===== src/rtl/regfile_wb_arbiter.sv =====
// Two-source writeback arbiter feeding one register-file write port, with a
// pending-write scoreboard that tracks registers with an outstanding write.
`default_nettype none

module regfile_wb_arbiter #(
    parameter int RR_EN = 1
) (
    input  logic        clk,
    input  logic        rst_n,
    input  logic        a_valid,
    output logic        a_ready,
    input  logic [4:0]  a_addr,
    input  logic [31:0] a_data,
    input  logic        b_valid,
    output logic        b_ready,
    input  logic [4:0]  b_addr,
    input  logic [31:0] b_data,
    input  logic        issue_valid,
    input  logic [4:0]  issue_addr,
    output logic        write_reg,
    output logic [4:0]  write_reg_addr,
    output logic [31:0] write_reg_data,
    output logic [31:0] pending
);

    typedef enum logic {
        LAST_A = 1'b0,
        LAST_B = 1'b1
    } state_t;

    state_t      state_q;
    logic        write_reg_q;
    logic [4:0]  write_reg_addr_q;
    logic [31:0] write_reg_data_q;
    logic [31:0] pending_q;
    logic [31:0] pending_d;

    logic        xfer_a;
    logic        xfer_b;
    logic [4:0]  xfer_addr;
    logic [31:0] xfer_data;

    // Grants are combinational; with fixed priority A always wins a tie.
    always_comb begin
        a_ready = 1'b0;
        b_ready = 1'b0;
        if (rst_n) begin
            if (a_valid && b_valid) begin
                if ((RR_EN != 0) && (state_q == LAST_A)) begin
                    b_ready = 1'b1;
                end else begin
                    a_ready = 1'b1;
                end
            end else begin
                a_ready = a_valid;
                b_ready = b_valid;
            end
        end
    end

    assign xfer_a    = a_valid && a_ready;
    assign xfer_b    = b_valid && b_ready;
    assign xfer_addr = xfer_a ? a_addr : b_addr;
    assign xfer_data = xfer_a ? a_data : b_data;

    // Set is applied after clear so a fresh producer wins over a retiring write.
    always_comb begin
        pending_d = pending_q;
        if (write_reg_q) begin
            pending_d[write_reg_addr_q] = 1'b0;
        end
        if (issue_valid && (issue_addr != 5'd0)) begin
            pending_d[issue_addr] = 1'b1;
        end
        pending_d[0] = 1'b0;
    end

    always_ff @(posedge clk) begin
        if (!rst_n) begin
            state_q          <= LAST_B;
            write_reg_q      <= 1'b0;
            write_reg_addr_q <= 5'd0;
            write_reg_data_q <= 32'd0;
            pending_q        <= 32'd0;
        end else begin
            pending_q   <= pending_d;
            write_reg_q <= (xfer_a || xfer_b) && (xfer_addr != 5'd0);
            if (xfer_a || xfer_b) begin
                write_reg_addr_q <= xfer_addr;
                write_reg_data_q <= xfer_data;
                state_q          <= xfer_a ? LAST_A : LAST_B;
            end
        end
    end

    assign write_reg      = write_reg_q;
    assign write_reg_addr = write_reg_addr_q;
    assign write_reg_data = write_reg_data_q;
    assign pending        = pending_q;

endmodule

`default_nettype wire


===== config.mk =====
export PLATFORM = sky130hd
export DESIGN_NAME = regfile_wb_arbiter
export DESIGN_NICKNAME = d
export VERILOG_FILES = /design/src/rtl/regfile_wb_arbiter.sv
export SDC_FILE = /design/constraint.sdc
export NUM_CORES = 1
export LEC_CHECK = 0
export BUFFER_PORTS_ARGS = -buffer_cell sky130_fd_sc_hd__buf_4
export CAP_MARGIN = 0
export CELL_PAD_IN_SITES_DETAIL_PLACEMENT = 1
export CELL_PAD_IN_SITES_GLOBAL_PLACEMENT = 2
export CORE_MARGIN = 8
export CORE_UTILIZATION = 30
export DETAILED_ROUTE_END_ITERATION = 16
export PLACE_DENSITY = 0.93
export RECOVER_POWER = 25
export SLEW_MARGIN = 5
export SYNTH_ARGS = -nofsm -noshare
export SYNTH_HDL_FRONTEND = slang
export SYNTH_SLANG_ARGS = --single-unit

===== constraint.sdc =====
create_clock -name clk -period 3.1 [get_ports clk]
set_clock_uncertainty 0.15 [all_clocks]
set_input_delay 0.155 -clock clk [delete_from_list [all_inputs] [get_ports clk]]
set_output_delay 0.155 -clock clk [all_outputs]
set_load 0.05 [all_outputs]

==> results.md <==
- Worst Hold Depth: 4
- DR WL met3: 1020 um
- Hold_sp: b_addr[1]
- Synth warn: 0
- Setup bufs post-CTS: 0
- Maxcap violations: 0
- Cts repair resizes: 0
- Slew Limit Fails: 0
- Status: finished clean
- RR Endpoint: write_reg_addr[4]$_SDFFE_PN0P_
- Via count: slightly below 4000
- Mapped Area: approximately 0.0038 mm^2
- Core ar.: between 0.01 and 0.015 mm^2
- Vias in the first global route: between 4000 and 5000
- Nets: 656
- Clock Latency Late Sink: between 0.3 and 0.4 ns
- Tightest Hold Check Type: in -> reg
- ANT cells: 0
- Design area: roughly 0.0055 mm^2
- Largest net degree at the start of global routing: ~60
- Starting Density: around 30%
- CP startpoint kind: input pin
- WL met2: 7000 um
- Relative slew margins: between 50 and 60%
- Final period utilization: ~62%
- # IOs: about 160
- CTS Hold Buffers Added: 36
- Switching Power: 821 uW
- Post-synth net total: approximately 490
- IO Port Bufs: approximately 150
- # rows: slightly above 40
- Post-route DRC: 0
- Seq/Total Area, Yosys: around 37%
- Cell Int Power: ~1.9 mW
- Power after layout: 2.70 mW
- Power share of the combinational group: between 20% and 30%
- Die Y: 128 um
- Hold Path End: write_reg$_SDFF_PN0_
- CTS tree: done
- Top cell type's share of synthesized area: about 37%
- Register share of total power: a little under two fifths
- Final setup TNS: 0 ns
- Final setup vio count: 0
- Unrepaired setup endpoints after global routing: false
- Vias per inst: about 5.2
- Sink Count: 70
- Final Hold Viols: 0
- TritonCTS buffer count: 9
- Fillers: ~1500
- Slowest CP cell: buf_4
- Tot GR Track Use: between 10% and 20%
- Clock network power share: 38.8%
- Initial antenna violation count: 0
- Pre-CTS worst setup slack: roughly 1.1 ns
- Final setup margin: 1.18 ns
- GP Congestion: 0.837
- Initial DRC Count: ~200
- Area of the die: ~0.016 mm^2
- WL/cell: between 15 and 20 um
- CP Max Fanout: 58
- Area post-placement: approximately 0.0049 mm^2
- Layout area overhead: 45.6%
- Final wirelength: 14300 um
- Max reg flops: 32
- Register bit total from synthesis: 70
- First-pass GRT wire length: approximately 23000 um
- Multi-input logic area: 0.00212 mm^2
- Fmax: slightly above 500 MHz
- Setup CP Type: in -> out
- Worst r2r src: state_q$_SDFFE_PN1P_
- HPWL Detailed: 9920 um
- Slowest cell delay on critical path: between 0.4 and 0.5 ns
- Crit path max-delay family: buffers and inverters
- Arrival time worst endpoint: between 1.5 and 2 ns
- Sw Ratio: a little under a third
- Worst-Margin Slew: approximately 0.68 ns
- Worst R2R Path Depth: 4
- Top post-synthesis cells by area: dfxtp_1 (37%), mux2_4 (13%), o221ai_1 (6.5%)
- Buffers & Inverters on Critical Path: 2
- Clk slew on worst S/H paths: 0.06 ns
- H-tree depth: 3
- Clock Tree Buf Depth: 2
- Crit path time final: ~1.9 ns
- CP most frequent cell: buf_4
- Setup slack, reg-to-reg: around 1.5 ns
- Total gr overflow: 0
- PwrDens: between 400 and 500 mW/mm^2
- FF/Latch Area: between 0.001 and 0.0015 mm^2
- Antenna viol nets, final: 0
- Detailed Routing Iterations Pass 1: 4
- Mapped Avg Cell Area: just over 9 um^2
- Top sig layer: met4
- Post-Synthesis Cells: between 400 and 500
- Maximum VDD drop: 0.224 mV
- Critical Path RT: between 2 and 3 ns
- Fraction of layout cells with a size suffix above 1: a little under a third
- Endpoint class of the critical path: output port
- CP Cell Sequence: buf_4 > nand2_1 > nor2_1 > buf_4
- Pleak: ~2.2 nW
- Number of library cell types mapped by synthesis: 35
- Root buf cell: clkbuf_16
- Die X: 128 um
- Synth area leader: dfxtp_1
- M1 WL: between 6000 and 7000 um
## worst register-to-register path: stages, from the launching register on
cell and delay (ns):
dfxtp_1 0.37, buf_4 0.41, nand2b_1 0.29, a31oi_1 0.14
a21oi_1 0.15
## area by class of cell
cell class / count / share of cell area [%]
well taps: 172 / 3.93
repair buffers: 195 / 26.0
clock buffers: 13 / 4.76
flip-flops and latches: 70 / 25.6
inverters: 1 / 0.0686
multi-input cells: 295 / 38.8
clock inverters: 3 / 0.778
## synthesized netlist by cell type
| master | number |
|---|---|
| mux2_4 | 32 |
| nor2_1 | 38 |
| o211ai_1 | 16 |
| and3b_1 | 2 |
| and3_1 | 1 |
| o221ai_1 | 28 |
| dfxtp_1 | 70 |
| nor3_1 | 37 |
| or2_2 | 1 |
| buf_6 | 7 |
| buf_1 | 2 |
| clkbuf_1 | 6 |
| buf_4 | 5 |
| or3b_4 | 1 |
| or3_1 | 2 |
| nor2b_4 | 1 |
| a31oi_1 | 5 |
| inv_2 | 1 |
| o21ai_1 | 8 |
| a21oi_1 | 6 |
| and2_1 | 1 |
| nand3_1 | 5 |
| nand2_1 | 20 |
| nor3b_1 | 4 |
| nand3b_1 | 8 |
| o21ai_0 | 18 |
| nand4_1 | 1 |
| buf_2 | 16 |
| nand2b_1 | 35 |
| a22o_1 | 1 |
| nor3_2 | 1 |
| conb_1 | 1 |
| o221ai_2 | 4 |
| nor3b_2 | 3 |
| a32o_1 | 15 |
## how the worst max path moves through the flow
stage	from	end	cells past startpoint
CTS	rst_n	a_ready	4
floorplan	state_q$_SDFFE_PN1P_	write_reg$_SDFF_PN0_	5
global placement	b_valid	write_reg_data[15]$_SDFFE_PN0P_	5
finish	rst_n	a_ready	4
global route	rst_n	a_ready	4
detailed placement	b_valid	write_reg_data[14]$_SDFFE_PN0P_	5
## through the flow
step	hold slack, ns	utilization, %	instances
after floorplan	0.146	-	402
after global placement	0.239	39.8	697
after detailed placement	0.244	39.8	697
after CTS	0.00563	45.1	749
after global routing	0.0197	44.1	749
final	0.0142	44.1	749
## layout by cell type (no fill, tap or decap), drive strengths merged, types with 2 or more instances in the layout
cell type    count
or3              2
nor2            38
o221ai          32
nand3b           8
nand2b          35
dfxtp           70
nor3b            7
and3b            2
o21ai           26
a21oi            6
nand3            5
clkbuf          48
nand2           20
dlygate4sd3     36
a31oi            5
nor3            38
mux2            32
o211ai          16
a32o            15
buf            124
## cell families (layout without fill, tap and decap cells)
group	after synthesis	after routing	synth area share [%]
and+or+nand+nor	161	161	23.0
AOI/OAI and AO/OA	101	101	20.7
DFF	70	70	37.3
buffers and inverters	37	212	6.13
muxes	32	32	12.8
other	1	1	0.0998
## routing by layer
metal	track usage, %	vias up
li1	-	1838
met1	20.2	1910
met2	29.8	141
met3	5.16	17
met4	5.59	0
met5	0	-
## power groups by stage
| stage | logic, mW | clock network [mW] | registers (mW) |
|---|---|---|---|
| floorplan | 0.264 | 0 | 1.17 |
| global placement | 0.625 | 0 | 1.02 |
| detailed placement | 0.639 | 0 | 1.02 |
| CTS | 0.680 | 1.08 | 0.997 |
| global route | 0.699 | 1.12 | 1.00 |
| finish | 0.658 | 1.05 | 0.997 |
(Power assumes the default switching activity.)
